### src/rtl/mult_seq_ctrl.sv
// Sequencer and shift-add accumulator for the 8x8 nibble-serial multiplier.
// Steps the nibble mux selects and folds each 4x4 partial product into product.
module mult_seq_ctrl #(
  parameter int NIB_W = 4
) (
  input  logic               clk,
  input  logic               reset_a,
  input  logic               start,
  input  logic [2*NIB_W-1:0] pp_in,
  output logic [1:0]         input_sel,
  output logic               busy,
  output logic               done,
  output logic [4*NIB_W-1:0] product,
  output logic [1:0]         state_out
);

  typedef enum logic [1:0] {
    IDLE = 2'b00,
    CALC = 2'b01,
    DONE = 2'b10
  } state_t;

  state_t             state;
  state_t             state_nx;
  logic [1:0]         count;
  logic [1:0]         count_nx;
  logic [4*NIB_W-1:0] prod_nx;
  logic [4*NIB_W-1:0] pp_ext;
  logic [4*NIB_W-1:0] pp_sh;

  assign pp_ext = {{(2*NIB_W){1'b0}}, pp_in};

  // Weight of the current partial product: lo*lo, cross terms, hi*hi
  always_comb begin
    pp_sh = pp_ext;
    unique case (count)
      2'd0:    pp_sh = pp_ext;
      2'd1,
      2'd2:    pp_sh = pp_ext << NIB_W;
      2'd3:    pp_sh = pp_ext << (2 * NIB_W);
      default: pp_sh = pp_ext;
    endcase
  end

  // Next-state, accumulation and mux select decode
  always_comb begin
    state_nx  = state;
    count_nx  = count;
    prod_nx   = product;
    input_sel = 2'b00;
    unique case (state)
      IDLE: begin
        if (start) begin
          state_nx = CALC;
          count_nx = 2'd0;
          prod_nx  = '0;
        end
      end
      CALC: begin
        input_sel = count;
        prod_nx   = product + pp_sh;
        count_nx  = count + 2'd1;
        if (count == 2'd3) begin
          state_nx = DONE;
        end
      end
      DONE: begin
        state_nx = IDLE;
      end
      default: begin
        state_nx = IDLE;
      end
    endcase
  end

  // State, counter, product and registered status flags
  always_ff @(posedge clk) begin
    if (reset_a) begin
      state   <= IDLE;
      count   <= 2'd0;
      product <= '0;
      busy    <= 1'b0;
      done    <= 1'b0;
    end else begin
      state   <= state_nx;
      count   <= count_nx;
      product <= prod_nx;
      busy    <= (state_nx == CALC);
      done    <= (state_nx == DONE);
    end
  end

  assign state_out = state;

endmodule

### config.mk
export PLATFORM = sky130hd
export DESIGN_NAME = mult_seq_ctrl
export DESIGN_NICKNAME = d
export VERILOG_FILES = /design/src/rtl/mult_seq_ctrl.sv
export SDC_FILE = /design/constraint.sdc
export NUM_CORES = 1
export LEC_CHECK = 0
export CELL_PAD_IN_SITES_DETAIL_PLACEMENT = 1
export CELL_PAD_IN_SITES_GLOBAL_PLACEMENT = 2
export CORE_MARGIN = 3
export CORE_UTILIZATION = 32
export CTS_CLUSTER_SIZE = 25
export DETAILED_ROUTE_END_ITERATION = 7
export PLACE_DENSITY_LB_ADDON = 0.1
export SLEW_MARGIN = 15
export SYNTH_ARGS = -nofsm -noshare
export SYNTH_HDL_FRONTEND = slang
export SYNTH_SLANG_ARGS = --single-unit
### constraint.sdc
create_clock -name clk -period 5.3 [get_ports clk]
set_input_delay 1.06 -clock clk [delete_from_list [all_inputs] [get_ports clk]]
set_output_delay 1.06 -clock clk [all_outputs]
set_load 0.02 [all_outputs]
**Word level (Yosys, flattened, before mapping)**

Index checks and enable logic that the tools add are counted.
Widths: inputs -> output; s select.

- Add/sub/neg operators: 2
- Eq/ne operators: 7
- Muxes and demuxes: 9
- Reductions and logical operators: 5

Operator list:

| operator | number |
|---|---|
| $pmux 16 s3 | 1 |
| $pmux 16 s2 | 1 |
| $add 16x16->16 | 1 |
| $mux 16 | 1 |
| $mux 2 | 4 |
| $pmux 2 s2 | 2 |
| $eq 2x1->1 const B | 3 |
| $eq 2x2->1 const B | 3 |
| $logic_not 2->1 | 2 |
| $add 2x1->2 const B | 1 |
| $ne 2x2->1 const B | 1 |
| $reduce_and 2->1 | 1 |
| $reduce_bool 2->1 | 1 |
| $reduce_or 2->1 | 1 |

- Flip-flop bits (word level): 22
- Input port bits: 11
- Output and inout port bits: 22
- Logic and storage cells: 28

**Depth between registers and ports, before layout**

- Depth in word-level cells: 5
- Depth in mapped cells: 12
- Gate-level depth less buffers: 10

**Worst setup path before layout**

OpenSTA, ideal clock, no wires.

- Path type: input -> register
- Start point: input pp_in[0]
- End point: register product[10]
- Library setup time: 0.130 ns
- Arrival time: 2.749 ns
- Required time: 5.170 ns
- Slack: 2.421 ns
- Stages: 8
- Path buffers: 0
- Path through: and2_1 > ha_1 > fa_1 > a211oi_1 > o211ai_1 > a41oi_1 > xor2_1 > o21ai_0

- Word-level cells in the longest chain between the ends: 3

RTL lines:

| what | line | RTL |
|---|---|---|
| start, declared | 9 | `input logic [2*NIB_W-1:0] pp_in,` |
| $pmux 16 s3 | 36 | `unique case (count)` |
| $add 16x16->16 | 61 | `prod_nx = product + pp_sh;` |
| $pmux 16 s2 | 51 | `unique case (state)` |
| end signal, assigned | 87 | `product <= prod_nx;` |
| end, declared | 13 | `output logic [4*NIB_W-1:0] product,` |

No other way between the ends.
A chain may end at the register's enable or synchronous reset.

**Final worst setup path**

- Start point: input pp_in[0]
- End point: register product[14]

Same word-level chain as after synthesis.

==> results.py <==
metrics = {
    "logic_synthesis": {
        "syn_area_mm2": 0.00166,
        "yosysSeqAreaShare_pct": 26.6,
        "synth-edff-count": 0,
        "synthDistinctLibCells": 42,
        "syn_nets": 238,
        "synth_seq_cells": 22,
        "ys_async_sr_fraction_pct": 0,
        "ys_warn_count": 0,
        "synth_area_per_cell_um2": 7.92,
        "synthCells": 209,
        "synth-main-ff-cell": "dfxtp_1",
    },
    "final_layout": {
        "final_nets": 265,
        "area_delta_synth_final_pct": 24.8,
        "mostFrequentLayoutCell": "clkdlybuf4s50_1",
        "drive_above_1_share_pct": 4.26,
        "layout_common_cells": "32 x clkdlybuf4s50_1, 27 x nand2_1, 22 x dfxtp_1",
        "instances_no_fill": 302,
        "antennaDiodeCount": 0,
    },
    "clock_tree": {
        "cts_resized": 0,
        "hold_buffers": 0,
        "cts_made_buffers": 3,
        "clock_path_buffers": 2,
        "clock_sinks": 22,
        "ctsRootBufferMaster": "clkbuf_8",
        "clk_pin_slew_worst_paths_ns": 0.09,
        "cts_setup_buffers": 0,
        "cts_tree": "yes",
        "htreeDepth": 1,
        "clock_latency_ns": 0.27,
    },
    "sta": {
        "period_needed_ns": 3.35,
        "fin_ws_ns": 1.95,
        "setup_viol": 0,
        "max_freq_mhz": 299,
        "skew_ns": 0.00156,
        "rsz0062_at_grt": "false",
        "slew_violations": 0,
        "post-route-period-util_pct": 63.2,
        "worstMarginPinSlew_ns": 0.855,
        "max_slew_margin_pct": 42.9,
        "tns_ns": 0,
        "finalHoldViolCount": 0,
    },
    "pwr": {
        "power.leakage_nw": 0.779,
        "power.density_mw_per_mm2": 207,
        "ir_drop_v": 0.000132,
    },
    "detailed_routing": {
        "ant_nets": 0,
        "postRouteWirelength_um": 5050,
        "wl_per_cell_um": 16.7,
        "first_pass_iters": 4,
        "vias_per_cell": 5.42,
        "drt-initial-drc-count": 70,
        "drc": 0,
        "num_vias": 1636,
    },
    "placement": {
        "dp_worst_setup_slack_ns": 1.71,
        "dpl.hpwl_um": 4030,
        "gp_congestion": 0.839,
        "port_buffers": 32,
        "post-place-cells": 298,
    },
    "setup_path": {
        "required_ns": 5.47,
        "cp_max_fo": 3,
        "start_kind": "primary input",
        "worstSetupStartpoint": "pp_in[0]",
        "crit_arrival_ns": 3.52,
        "worst-setup-path-type": "in -> reg",
        "end_kind": "register",
        "r2r-start": "count[0]$_SDFFE_PP0P_",
    },
    "min_path": {
        "min_from": "product[6]$_SDFFE_PP0P_",
        "hold_path.class": "reg -> reg",
    },
    "die": {
        "die_x_um": 77.9,
        "fp.dieArea_mm2": 0.00607,
        "rows": 25,
        "ios": 33,
        "die_h_um": 77.9,
        "initial_core_util_pct": 34.1,
        "coreArea_mm2": 0.00485,
    },
    "status": {
        "outcome": "complete, no violations",
    },
    "global_routing": {
        "gr-usage-all-layers_pct": 17.1,
        "grt_pass1_wl_um": 8370,
        "grt_pass1_vias": 1689,
        "antenna_found_initial": 0,
        "grt-ovfl-total": 0,
        "grt_max_degree": 17,
    },
    "job": {
        "maxCapViolations": 0,
    },
}
==> Yosys cell counts, types with 2 or more instances <==
cell type,instances,area (um2)
a211o_1,2,17.5
a211oi_1,6,45.0
a21o_1,2,15.0
a21oi_1,13,65.1
a22oi_1,10,75.1
and2_1,11,68.8
and3_1,2,12.5
clkbuf_1,7,26.3
dfxtp_1,22,440
ha_1,17,213
inv_1,4,15.0
nand2_1,27,101
nand3_1,5,25.0
nand4_1,3,18.8
nor2_1,20,75.1
nor2b_1,3,18.8
nor3_1,3,15.0
o211ai_1,3,22.5
o21a_1,2,15.0
o21ai_0,14,70.1
o21bai_1,5,37.5
xnor2_1,5,43.8
xor2_1,4,35.0
==> worst paths after layout <==
check                                                 to  depth (start not counted)  slack, ns
worst max-delay path            product[14]$_SDFFE_PP0P_                          9       1.95
worst min-delay path             product[6]$_SDFFE_PP0P_                          2       0.49
worst max register to register  product[14]$_SDFFE_PP0P_                         10       2.31
worst min register to register   product[6]$_SDFFE_PP0P_                          2       0.49
==> metrics by stage <==
stage,utilization [%],hold slack (ns),instance area [um2],power [mW]
6_report,42.6,0.486,2070,0.428
2_1_floorplan,-,0.499,1660,0.262
3_3_place_gp,41.5,0.469,2010,0.302
5_1_grt,42.6,0.526,2070,0.454
4_1_cts,42.6,0.497,2070,0.434
3_5_place_dp,41.5,0.482,2010,0.305
==> flip-flops by register name (all words and copies together) (netlist names) <==
register	flops
done	1
busy	1
count	2
product	16
state_out	2
==> layer usage <==
metal / global-route usage (%) / wire (um)
met3: 3.60 / 169
met4: 2.62 / 54
met2: 32.4 / 2580
met1: 19.9 / 2250
met5: 0 / 0
==> report_power, final <==
| group | total [mW] | internal, mW | switching [mW] |
|---|---|---|---|
| logic | 0.121 | 0.0521 | 0.0692 |
| registers | 0.179 | 0.172 | 0.00650 |
| clock network | 0.128 | 0.0664 | 0.0614 |
==> area by class of cell <==
type	count	area, um2
clock buffers	4	55.1
fillers	600	2780
inverters	4	15.0
multi-input cells	172	1140
flip-flops and latches	22	440
well taps	67	83.8
repair buffers	33	328
==> worst max-delay path, stage by stage <==
cell             delay, ns
clkdlybuf4s50_1       0.44
and2_1                0.17
ha_1                  0.22
fa_1                  0.43
a211oi_1              0.36
o21bai_1              0.16
o211ai_1              0.29
a21oi_1               0.13
o31ai_1               0.25
==> kinds of logic after synthesis <==
group | Yosys count | share of synthesized area [%]
AO/OA/AOI/OAI | 69 | 29.3
XOR/XNOR | 9 | 4.76
adder cells (fa/ha/maj) | 18 | 14.1
buffers and inverters | 15 | 4.31
flip-flops | 22 | 26.6
AND/OR/NAND/NOR | 76 | 21.0
No activity file was read; power rests on OpenSTA's default activity.
